$ cat src/rtl/core_scheduler.sv
// Per-core instruction sequencer: walks FETCH..UPDATE for one instruction at a time,
// holds in WAIT on busy LSUs of active threads, advances the shared PC and stops on RET.
module core_sched_lane #(
  parameter int LANE    = 0,
  parameter int CW      = 3,
  parameter int PC_BITS = 8
) (
  input  logic [CW-1:0]      cnt,
  input  logic [1:0]         lsu,
  input  logic [PC_BITS-1:0] npc,
  input  logic [PC_BITS-1:0] pc0,
  output logic               busy,
  output logic               mism
);
  logic active;
  assign active = CW'(LANE) < cnt;
  assign busy   = active & ((lsu == 2'b01) | (lsu == 2'b10));
  assign mism   = active & (npc != pc0);
endmodule

module core_scheduler #(
  parameter int Threads_per_block = 4,
  parameter int pc_bits           = 8
) (
  input  logic                                   clk,
  input  logic                                   reset,
  input  logic                                   start,
  input  logic [$clog2(Threads_per_block+1)-1:0] thread_count,
  input  logic                                   fetch_done,
  input  logic                                   decoded_ret,
  input  logic [2*Threads_per_block-1:0]         lsu_state,
  input  logic [Threads_per_block*pc_bits-1:0]   next_pc,
  output logic [2:0]                             core_state,
  output logic [pc_bits-1:0]                     current_pc,
  output logic                                   done,
  output logic                                   diverge_err
);
  localparam int T  = Threads_per_block;
  localparam int CW = $clog2(T+1);

  typedef enum logic [2:0] {
    S_IDLE    = 3'b000,
    S_FETCH   = 3'b001,
    S_DECODE  = 3'b010,
    S_REQUEST = 3'b011,
    S_WAIT    = 3'b100,
    S_EXECUTE = 3'b101,
    S_UPDATE  = 3'b110,
    S_DONE    = 3'b111
  } state_t;

  state_t          state, state_nxt;
  logic [CW-1:0]   cnt_q;
  logic [T-1:0]    busy, mism;

  // lane 0's mism is always 0, so |mism only flags disagreement with thread 0
  for (genvar i = 0; i < T; i++) begin : g_lane
    core_sched_lane #(.LANE(i), .CW(CW), .PC_BITS(pc_bits)) u_lane (
      .cnt  (cnt_q),
      .lsu  (lsu_state[2*i +: 2]),
      .npc  (next_pc[i*pc_bits +: pc_bits]),
      .pc0  (next_pc[0 +: pc_bits]),
      .busy (busy[i]),
      .mism (mism[i])
    );
  end

  always_ff @(posedge clk) begin
    if (reset) state <= S_IDLE;
    else       state <= state_nxt;
  end

  always_ff @(posedge clk) begin
    if (reset) begin
      cnt_q       <= '0;
      current_pc  <= '0;
      diverge_err <= 1'b0;
    end else begin
      if (state == S_IDLE && start) begin
        cnt_q      <= thread_count;
        current_pc <= '0;
      end
      if (state == S_UPDATE && !decoded_ret) begin
        current_pc <= next_pc[0 +: pc_bits];
        if (|mism) diverge_err <= 1'b1;
      end
    end
  end

  always_comb begin
    state_nxt = S_IDLE;
    case (state)
      S_IDLE:    state_nxt = start ? S_FETCH : S_IDLE;
      S_FETCH:   state_nxt = fetch_done ? S_DECODE : S_FETCH;
      S_DECODE:  state_nxt = S_REQUEST;
      S_REQUEST: state_nxt = S_WAIT;
      S_WAIT:    state_nxt = (|busy) ? S_WAIT : S_EXECUTE;
      S_EXECUTE: state_nxt = S_UPDATE;
      S_UPDATE:  state_nxt = decoded_ret ? S_DONE : S_FETCH;
      S_DONE:    state_nxt = S_DONE;
      default:   state_nxt = S_IDLE;
    endcase
  end

  always_comb begin
    core_state = state;
    done       = (state == S_DONE);
  end
endmodule
$ cat config.mk
export PLATFORM = sky130hd
export DESIGN_NAME = core_scheduler
export DESIGN_NICKNAME = d
export VERILOG_FILES = /design/src/rtl/core_scheduler.sv
export SDC_FILE = /design/constraint.sdc
export NUM_CORES = 1
export LEC_CHECK = 0
export CORE_AREA = 2 2 55 57
export DETAILED_ROUTE_END_ITERATION = 6
export DIE_AREA = 0 0 57 59
export GPL_ROUTABILITY_DRIVEN = 1
export HOLD_SLACK_MARGIN = 0.08
export PLACE_DENSITY_LB_ADDON = 0.2
export SYNTH_ARGS = -nofsm -noshare
export SYNTH_HDL_FRONTEND = slang
export SYNTH_SLANG_ARGS = --single-unit
export TNS_END_PERCENT = 20
$ cat constraint.sdc
create_clock -name clk -period 1.6 [get_ports clk]
set_input_delay 0.24 -clock clk [delete_from_list [all_inputs] [get_ports clk]]
set_output_delay 0.24 -clock clk [all_outputs]
set_load 0.03 [all_outputs]
==> impl_metrics.py, run 1 <==
metrics = {
    "status": {
        "outcome": "finished, final reports clean",
    },
    "layout": {
        "n_antenna_cell": 0,
        "drive_gt1_share_pct": 12.36,
        "mostFrequentLayoutCells": "54 x clkdlybuf4s50_1, 18 x xnor2_1, 15 x dfxtp_1, 13 x buf_4, 12 x nor2_1",
        "areaGrowthSynthToFinish_pct": 77.46,
        "fillCellCount": 247,
        "final_common_cell": "clkdlybuf4s50_1",
        "layout.nets": 227,
    },
    "global_route": {
        "grt_overflow": 0,
        "grt_pass1_vias": 1075,
        "grt_usage_pct": 17.86,
        "grt_pass1_wl_um": 4657,
        "grt_max_degree": 10,
        "antenna_found_initial": 0,
    },
    "timing": {
        "setup_viol_count_final": 0,
        "finalSetupTns_ps": 0,
        "worst_clock_skew_ps": 1.207,
        "relSlewSlack_pct": 72.70,
        "min_period_ps": 1578,
        "max_freq_mhz": 633.8,
        "finalMaxSlewViolations": 0,
        "finalCritPeriodShare_pct": 98.61,
        "worstMarginPinSlew_ps": 405.8,
        "hold_viol_final": 0,
    },
    "synthesis": {
        "syn_nets": 153,
        "synth.largest_area_cell": "dfxtp_1",
        "ys_ff_latch": 15,
        "syn_area_per_cell_um2": 9.092,
        "yosysUniqueCellTypes": 31,
        "yosys_warnings": 0,
        "syn_inst": 105,
        "synth_top_area_share_pct": 31.45,
        "synth_area_um2": 954.7,
        "ys_seq_area_share_pct": 31.45,
        "synthTopCellsByArea": "dfxtp_1 31%, xnor2_1 17%, xor2_1 9.2%, a22oi_1 5.5%, nor2_1 4.7%",
    },
    "cts": {
        "cts_tree": "yes",
        "worstSkewPairLatency_ps": 270,
        "clockBufferDepth": 2,
        "clock-sinks": 15,
        "postCtsSetupRepairBufs": 0,
        "htree_levels": 1,
        "cts_root_buf": "clkbuf_4",
        "cts-buffers-inserted": 3,
        "clkTransAtPathRegs_ps": 90,
        "holdBufCountCts": 0,
    },
    "route": {
        "viasPerCell": 4.981,
        "first_iter_violations": 22,
        "vias": 1041,
        "drcViolationCount": 0,
        "wl_per_cell_um": 13.62,
        "routed_wl_um": 2846,
        "postRouteAntennaNets": 0,
        "drtPass1Iterations": 5,
    },
    "pwr": {
        "powerDensity_mw_per_mm2": 572.2,
        "switching_share_pct": 28.12,
        "seqPwrFrac_pct": 41.5,
        "finalPower_uw": 969.3,
        "power.switching_uw": 272.6,
        "ir_drop_v": 0.0004144,
        "internal-power_uw": 696.7,
        "pwr-share-clk_pct": 22.0,
        "leakage_nw": 0.6997,
        "power.share.combinational_pct": 36.5,
    },
    "setup_path": {
        "r2r-start": "core_state[2]",
        "cp.required_ps": 1360,
        "crit_family": "buffers and inverters",
        "cp-start-kind": "flip-flop",
        "max_stage_delay_ps": 690,
        "startpoint": "core_state[1]",
        "crit_path_cell_trace": "clkdlybuf4s50_1",
        "cp_num_buf_inv": 1,
        "worstSetupPathType": "reg -> out",
        "arrival_ps": 1340,
        "end_kind": "output pin",
        "critPathSlowestCell": "clkdlybuf4s50_1",
        "crit_fanout": 4,
    },
    "floorplan": {
        "io-pin-count": 61,
        "dieWidth_um": 57,
        "die_area_mm2": 0.003363,
        "die_h_um": 59,
        "coreArea_mm2": 0.002710,
        "start_util_pct": 35.23,
        "num_rows": 19,
    },
    "placed_design": {
        "hpwl_um": 2468,
        "finalWeightedCongestion": 0.8185,
        "io_buffers": 60,
    },
    "worst_hold_path": {
        "hold_path_class": "reg -> reg",
        "min_from": "core_state[1]",
    },
    "flow_run": {
        "maxCapViolations": 0,
    },
}
## metrics by stage
stage               instance area (um2)  std cells  hold slack (ps)  setup slack [ps]  utilization [%]
finish                             1694        209            505.9             22.27            62.51
global route                       1694        209            507.8            -5.644            62.51
CTS                                1684        209            512.9             12.26            62.14
detailed placement                 1659        205            486.3            -142.5            61.22
global placement                   1659        205            470.5            -24.77            61.22
floorplan                         954.7        105            309.1             185.6                -
## cells by family after synthesis
kind of cell	count (synthesis)	synth area share [%]
xor+xnor	28	25.69
flops	15	31.45
mux	3	3.146
compound gates	26	18.87
buf+inv	6	3.538
simple gates	27	17.30
## power by group through the flow
| stage | Combinational, mW | Sequential (mW) | Clock [mW] |
|---|---|---|---|
| after CTS | 0.358 | 0.402 | 0.220 |
| after global routing | 0.383 | 0.405 | 0.241 |
| after floorplan | 0.146 | 0.424 | 0 |
| final | 0.354 | 0.402 | 0.214 |
| after global placement | 0.351 | 0.410 | 0 |
| after detailed placement | 0.359 | 0.411 | 0 |
## cell usage after synthesis
| cell | n |
|---|---|
| o21bai_1 | 1 |
| buf_4 | 1 |
| a211o_1 | 1 |
| clkbuf_1 | 1 |
| xor2_1 | 10 |
| mux2i_1 | 3 |
| nor4_1 | 1 |
| nor2_1 | 12 |
| and2b_2 | 1 |
| a22oi_1 | 7 |
| and3_2 | 1 |
| a21oi_1 | 5 |
| xnor2_1 | 18 |
| nand4_1 | 4 |
| nor3_1 | 3 |
| and4bb_1 | 1 |
| or2_2 | 1 |
| a41oi_1 | 1 |
| buf_6 | 1 |
| nand2_1 | 1 |
| o21ai_0 | 4 |
| nor4b_4 | 1 |
| o22ai_1 | 1 |
| a31oi_1 | 2 |
| dfxtp_1 | 15 |
| nor2_4 | 1 |
| a41o_1 | 1 |
| inv_1 | 3 |
| o41ai_1 | 1 |
| a22oi_2 | 1 |
| o31ai_1 | 1 |
## metal layers
layer / share of wire (%) / global-route usage, %
met1: 42 / 21.16
met2: 49 / 31.36
met3: 6.4 / 3.930
met4: 2.4 / 7.309
met5: 0 / 0
## final cells by class
| type | count | area (um2) | share of cell area, % |
|---|---|---|---|
| Clock buffer | 4 | 26.28 | 1.551 |
| Inverter | 3 | 11.26 | 0.6647 |
| Multi-Input combinational cell | 84 | 620.6 | 36.63 |
| Sequential cell | 15 | 300.3 | 17.73 |
| Tap cell | 31 | 38.79 | 2.290 |
| Timing Repair Buffer | 72 | 696.9 | 41.14 |
## worst min-delay path: cells and delay by family (launching register included)
kind             cells  cell delay (ps)
AO/OA/AOI/OAI        1               60
flip-flops           1              340
AND/OR/NAND/NOR      1               60
## timing repair
action,CTS,global route
resized for setup,1,4
setup endpoints to repair,1,4
pin swaps,0,0
## final timing paths
| path | to | depth (start not counted) | slack [ps] |
|---|---|---|---|
| worst max register to register | diverge_err | 5 | 240 |
| worst min-delay path | core_state[2] | 2 | 510 |
| worst max-delay path | core_state[1] | 1 | 20 |
| worst min register to register | core_state[2] | 2 | 510 |
## registers in the layout, indices dropped and copies added (netlist names)
signal and count:
current_pc 8, cnt_q 3, core_state 3, diverge_err 1
No activity file was read; power rests on OpenSTA's default activity.
==> run 2, diff against run 1 <==
--- a/config.mk
+++ b/config.mk
@@ -5,9 +5,10 @@
 export SDC_FILE = /design/constraint.sdc
 export NUM_CORES = 1
 export LEC_CHECK = 0
-export CORE_AREA = 2 2 55 57
+export CORE_AREA = 2 2 48 50
 export DETAILED_ROUTE_END_ITERATION = 6
-export DIE_AREA = 0 0 57 59
+export DIE_AREA = 0 0 50 52
+export DONT_BUFFER_PORTS = 1
 export GPL_ROUTABILITY_DRIVEN = 1
 export HOLD_SLACK_MARGIN = 0.08
 export PLACE_DENSITY_LB_ADDON = 0.2
==> impl_metrics.py, run 2 (synthesized netlist as in run 1, its figures left out) <==
metrics = {
    "status": {
        "outcome": "finished, final reports clean",
    },
    "pwr": {
        "ir_drop_v": 0.0005182,
        "seqPwrFrac_pct": 50.3,
        "power.share.combinational_pct": 23.7,
        "pwr-share-clk_pct": 26.0,
        "power.switching_uw": 223.6,
        "finalPower_uw": 802.5,
        "powerDensity_mw_per_mm2": 776.5,
        "leakage_nw": 0.3563,
        "switching_share_pct": 27.86,
        "internal-power_uw": 578.9,
    },
    "cts": {
        "clock-sinks": 15,
        "worstSkewPairLatency_ps": 280,
        "cts_tree": "yes",
        "htree_levels": 1,
        "clkTransAtPathRegs_ps": 90,
        "postCtsSetupRepairBufs": 0,
        "clockBufferDepth": 2,
        "cts_resized": 0,
        "cts-buffers-inserted": 3,
        "cts_root_buf": "clkbuf_4",
    },
    "route": {
        "drcViolationCount": 0,
        "postRouteAntennaNets": 0,
        "first_iter_violations": 11,
        "drtPass1Iterations": 4,
        "vias": 804,
        "viasPerCell": 5.784,
        "wl_per_cell_um": 15.51,
        "routed_wl_um": 2156,
    },
    "placed_design": {
        "hpwl_um": 1758,
        "post-place-ws_ps": 301.2,
        "io_buffers": 0,
        "finalWeightedCongestion": 0.7120,
        "dp_cells": 134,
    },
    "floorplan": {
        "io-pin-count": 61,
        "die_h_um": 52,
        "die_area_mm2": 0.002600,
        "start_util_pct": 45.34,
        "dieWidth_um": 50,
        "num_rows": 17,
        "coreArea_mm2": 0.002106,
    },
    "layout": {
        "drive_gt1_share_pct": 11.71,
        "largest-register": "current_pc",
        "layout.nets": 160,
        "final_common_cell": "xnor2_1",
        "fin_util_pct": 49.08,
        "largest_reg_flops": 8,
        "final_cells": 139,
        "n_antenna_cell": 0,
        "mostFrequentLayoutCells": "18 x xnor2_1, 15 x dfxtp_1, 12 x nor2_1, 10 x xor2_1, 7 x a22oi_1",
        "areaGrowthSynthToFinish_pct": 8.257,
    },
    "timing": {
        "rsz0062_at_grt": "false",
        "worst_clock_skew_ps": 5.418,
        "finalMaxSlewViolations": 0,
        "relSlewSlack_pct": 69.22,
        "setup_ws_ps": 112.2,
        "finalCritPeriodShare_pct": 92.99,
        "finalSetupTns_ps": 0,
        "setup_viol_count_final": 0,
        "hold_viol_final": 0,
        "min_period_ps": 1488,
        "max_freq_mhz": 672.1,
        "worstMarginPinSlew_ps": 460.2,
    },
    "global_route": {
        "antenna_found_initial": 0,
        "grt_pass1_vias": 832,
        "grtUsageMet3_pct": 3.736,
        "use_met2_pct": 30.70,
        "grt_overflow": 0,
        "grt_use_met1_pct": 23.46,
        "grt_usage_pct": 18.48,
        "busiest_layer": "met2",
        "grt_pass1_wl_um": 3698,
        "grt_max_degree": 14,
    },
    "setup_path": {
        "ff2ff_setup_slack_ps": 280,
        "critPathSlowestCell": "dfxtp_1",
        "arrival_ps": 1250,
        "cp-start-kind": "flip-flop",
        "r2r-start": "core_state[2]",
        "end_kind": "output pin",
        "worstSetupPathType": "reg -> out",
        "r2r_end": "core_state[0]",
        "cp.required_ps": 1360,
        "max_stage_delay_ps": 440,
        "crit_family": "flip-flops",
        "crit_path_cell_trace": "buf_4 -> and3_2",
        "crit_fanout": 6,
        "cp_num_buf_inv": 1,
        "rr_worst_depth": 5,
    },
    "worst_hold_path": {
        "hold_end": "cnt_q[2]",
        "min_from": "thread_count[2]",
        "holdPathStages": 2,
        "hold_path_class": "in -> reg",
    },
    "flow_run": {
        "maxCapViolations": 0,
    },
}
-- run 2: changes by cell type in the layout (fill, tap and decap cells not counted), sizes merged --
cell,change
clkdlybuf4s50,-54
dlymetal6s2s,-4
dlygate4sd2,-1
dlygate4sd3,+1
buf,-9
-- run 2: worst reg2reg max path, stage by stage (launching register included) --
cell and delay, ps:
dfxtp_1 370, buf_4 200, or2_2 300, a31oi_1 150
o21ai_0 90, a31oi_1 130
-- run 2: timing repair --
action / CTS / global route
endpoints found under the hold margin: 13 / 0
setup endpoints to repair: 0 / 0
hold buffers: 1 / 0
-- run 2: how the worst max path moves through the flow --
| stage | from | end | cells past startpoint |
|---|---|---|---|
| after global routing | core_state[2] | done | 2 |
| after detailed placement | core_state[2] | core_state[0] | 5 |
| after floorplan | core_state[0] | current_pc[0] | 5 |
| after CTS | core_state[2] | done | 2 |
| final | core_state[2] | done | 2 |
| after global placement | core_state[2] | core_state[0] | 5 |
-- run 2: cell type report --
type / instances / area (um2)
fill: 205 / 1072
inverter: 3 / 11.26
tap: 28 / 35.03
sequential: 15 / 300.3
clock buffer: 4 / 26.28
timing repair buffer: 5 / 40.04
multi-input combinational: 84 / 620.6
-- run 2: routing by layer --
layer,part of all wire [%],up-vias
met5,0,-
met4,0.65,0
met1,42,375
met2,49,38
met3,8.9,2
li1,-,389
-- run 2: stage by stage --
stage,instance area (um2),hold slack [ps]
6_report,1033,124.6
3_3_place_gp,997.2,314.3
2_1_floorplan,954.7,309.1
5_1_grt,1033,125.2
3_5_place_dp,997.2,312.7
4_1_cts,1033,115.4
-- run 2: power groups by stage --
stage / Combinational (mW) / Clock, mW / Sequential, mW
floorplan: 0.146 / 0 / 0.424
global placement: 0.182 / 0 / 0.412
detailed placement: 0.184 / 0 / 0.413
CTS: 0.192 / 0.215 / 0.403
global route: 0.212 / 0.227 / 0.406
finish: 0.190 / 0.209 / 0.403
==> run 3, diff against run 2 <==
--- a/config.mk
+++ b/config.mk
@@ -10,8 +10,10 @@
 export DIE_AREA = 0 0 50 52
 export DONT_BUFFER_PORTS = 1
 export GPL_ROUTABILITY_DRIVEN = 1
+export GPL_TIMING_DRIVEN = 0
 export HOLD_SLACK_MARGIN = 0.08
 export PLACE_DENSITY_LB_ADDON = 0.2
+export SLEW_MARGIN = 20
 export SYNTH_ARGS = -nofsm -noshare
 export SYNTH_HDL_FRONTEND = slang
 export SYNTH_SLANG_ARGS = --single-unit
==> impl_metrics.py, run 3 (synthesized netlist as in run 1, its figures left out) <==
metrics = {
    "timing": {
        "finalMaxSlewViolations": 0,
        "max_freq_mhz": 670.7,
        "worstMarginPinSlew_ps": 464.6,
        "setup_viol_count_final": 0,
        "worst_clock_skew_ps": 2.085,
        "finalCritPeriodShare_pct": 93.18,
        "relSlewSlack_pct": 68.90,
        "finalSetupTns_ps": 0,
        "min_period_ps": 1491,
        "hold_viol_final": 0,
        "rsz0062_at_grt": "false",
    },
    "setup_path": {
        "arrival_ps": 1660,
        "crit_fanout": 9,
        "worstSetupPathType": "reg -> reg",
        "rr_worst_depth": 5,
        "end_kind": "flip-flop",
        "ff2ff_setup_slack_ps": 110,
        "cp.required_ps": 1770,
        "cp-start-kind": "flip-flop",
        "startpoint": "core_state[0]",
        "r2r_end": "current_pc[7]",
        "r2r-start": "core_state[0]",
    },
    "cts": {
        "worstSkewPairLatency_ps": 280,
        "clkTransAtPathRegs_ps": 90,
        "clockBufferDepth": 2,
        "cts-buffers-inserted": 3,
        "clock-sinks": 15,
        "postCtsSetupRepairBufs": 0,
        "htree_levels": 1,
        "cts_root_buf": "clkbuf_4",
        "cts_tree": "yes",
    },
    "layout": {
        "final_common_cell": "xnor2_1",
        "layout.nets": 159,
        "largest-register": "current_pc",
        "n_antenna_cell": 0,
        "areaGrowthSynthToFinish_pct": 7.864,
        "final_cells": 138,
        "mostFrequentLayoutCells": "18 x xnor2_1, 12 x nor2_1, 12 x dfxtp_1, 10 x xor2_1, 7 x a22oi_1",
        "largest_reg_flops": 8,
        "drive_gt1_share_pct": 12.73,
    },
    "flow_run": {
        "maxCapViolations": 0,
    },
    "global_route": {
        "grt_overflow": 0,
        "grt_usage_pct": 18.20,
        "antenna_found_initial": 0,
        "grt_max_degree": 11,
        "grt_pass1_wl_um": 3450,
        "grt_pass1_vias": 779,
    },
    "route": {
        "wl_per_cell_um": 15.62,
        "routed_wl_um": 2156,
        "vias": 798,
        "drtPass1Iterations": 4,
        "first_iter_violations": 8,
        "postRouteAntennaNets": 0,
        "viasPerCell": 5.783,
        "drcViolationCount": 0,
    },
    "floorplan": {
        "die_area_mm2": 0.002600,
        "io-pin-count": 61,
        "die_h_um": 52,
        "dieWidth_um": 50,
        "coreArea_mm2": 0.002106,
        "num_rows": 17,
        "start_util_pct": 45.34,
    },
    "worst_hold_path": {
        "hold_end": "cnt_q[2]",
        "hold_path_class": "in -> reg",
        "holdPathStages": 2,
        "min_from": "thread_count[2]",
    },
    "placed_design": {
        "io_buffers": 0,
        "finalWeightedCongestion": 0.7069,
        "hpwl_um": 1732,
        "dp_cells": 133,
    },
    "pwr": {
        "powerDensity_mw_per_mm2": 790.3,
        "finalPower_uw": 813.8,
        "leakage_nw": 0.3488,
        "ir_drop_v": 0.0004733,
    },
    "status": {
        "outcome": "finished, final reports clean",
    },
}
==> run 3: changes by cell type in the layout (fill, tap and decap cells not counted) <==
| cell | before | now |
|---|---|---|
| buf_4 | 4 | 1 |
| dfxtp_1 | 15 | 12 |
| dfxtp_2 | 0 | 3 |
| buf_6 | 0 | 1 |
| clkbuf_1 | 1 | 2 |
==> run 3: routing by layer <==
layer | track usage (%) | vias to the layer above | share of wire [%] | routed length, um
li1 | - | 387 | - | -
met1 | 20.75 | 368 | 40 | 872
met2 | 29.61 | 39 | 48 | 1026
met3 | 5.747 | 4 | 9.6 | 207
met4 | 11.11 | 0 | 2.3 | 49
met5 | 0 | - | 0 | 0
==> run 3: worst max-delay path by stage <==
stage,endpoint,cells past startpoint
2_1_floorplan,current_pc[0],5
3_3_place_gp,current_pc[7],5
3_5_place_dp,current_pc[7],5
4_1_cts,current_pc[7],5
5_1_grt,current_pc[5],5
6_report,current_pc[7],5
==> run 3: area by class of cell <==
| cell class | count | area, um2 |
|---|---|---|
| multi-input combinational | 84 | 620.6 |
| clock buffer | 4 | 26.28 |
| buffer | 3 | 22.52 |
| fill | 219 | 1076 |
| sequential | 15 | 304.0 |
| tap | 28 | 35.03 |
| timing repair buffer | 1 | 10.01 |
| inverter | 3 | 11.26 |
==> run 3: stage by stage <==
stage	setup slack (ps)	instance area, um2	hold WS [ps]	util (%)
4_1_cts	22.40	1028	93.76	48.84
2_1_floorplan	185.6	954.7	309.1	-
5_1_grt	2.438	1030	91.23	48.90
3_5_place_dp	17.19	989.7	314.9	47.00
3_3_place_gp	26.00	989.7	313.0	47.00
6_report	109.0	1030	98.86	48.90
==> run 3: critical path: stages, from the launching register on <==
cell and delay [ps]:
dfxtp_2 390, buf_6 150, nor4b_4 470, nor2_4 140, a22oi_1 170, nor2_1 60
==> run 3: repair_timing <==
item | 4_1_cts | 5_1_grt
endpoints found under the hold margin | 3 | 0
hold buffers | 1 | 0
resized for setup | 2 | 1
endpoints found under the setup margin | 6 | 8
==> run 3: power by group <==
part	total [mW]	internal, mW	switching, mW
Clock	0.222	0.0969	0.125
Sequential	0.421	0.388	0.0326
Combinational	0.171	0.0940	0.0766
Total	0.814	0.579	0.235
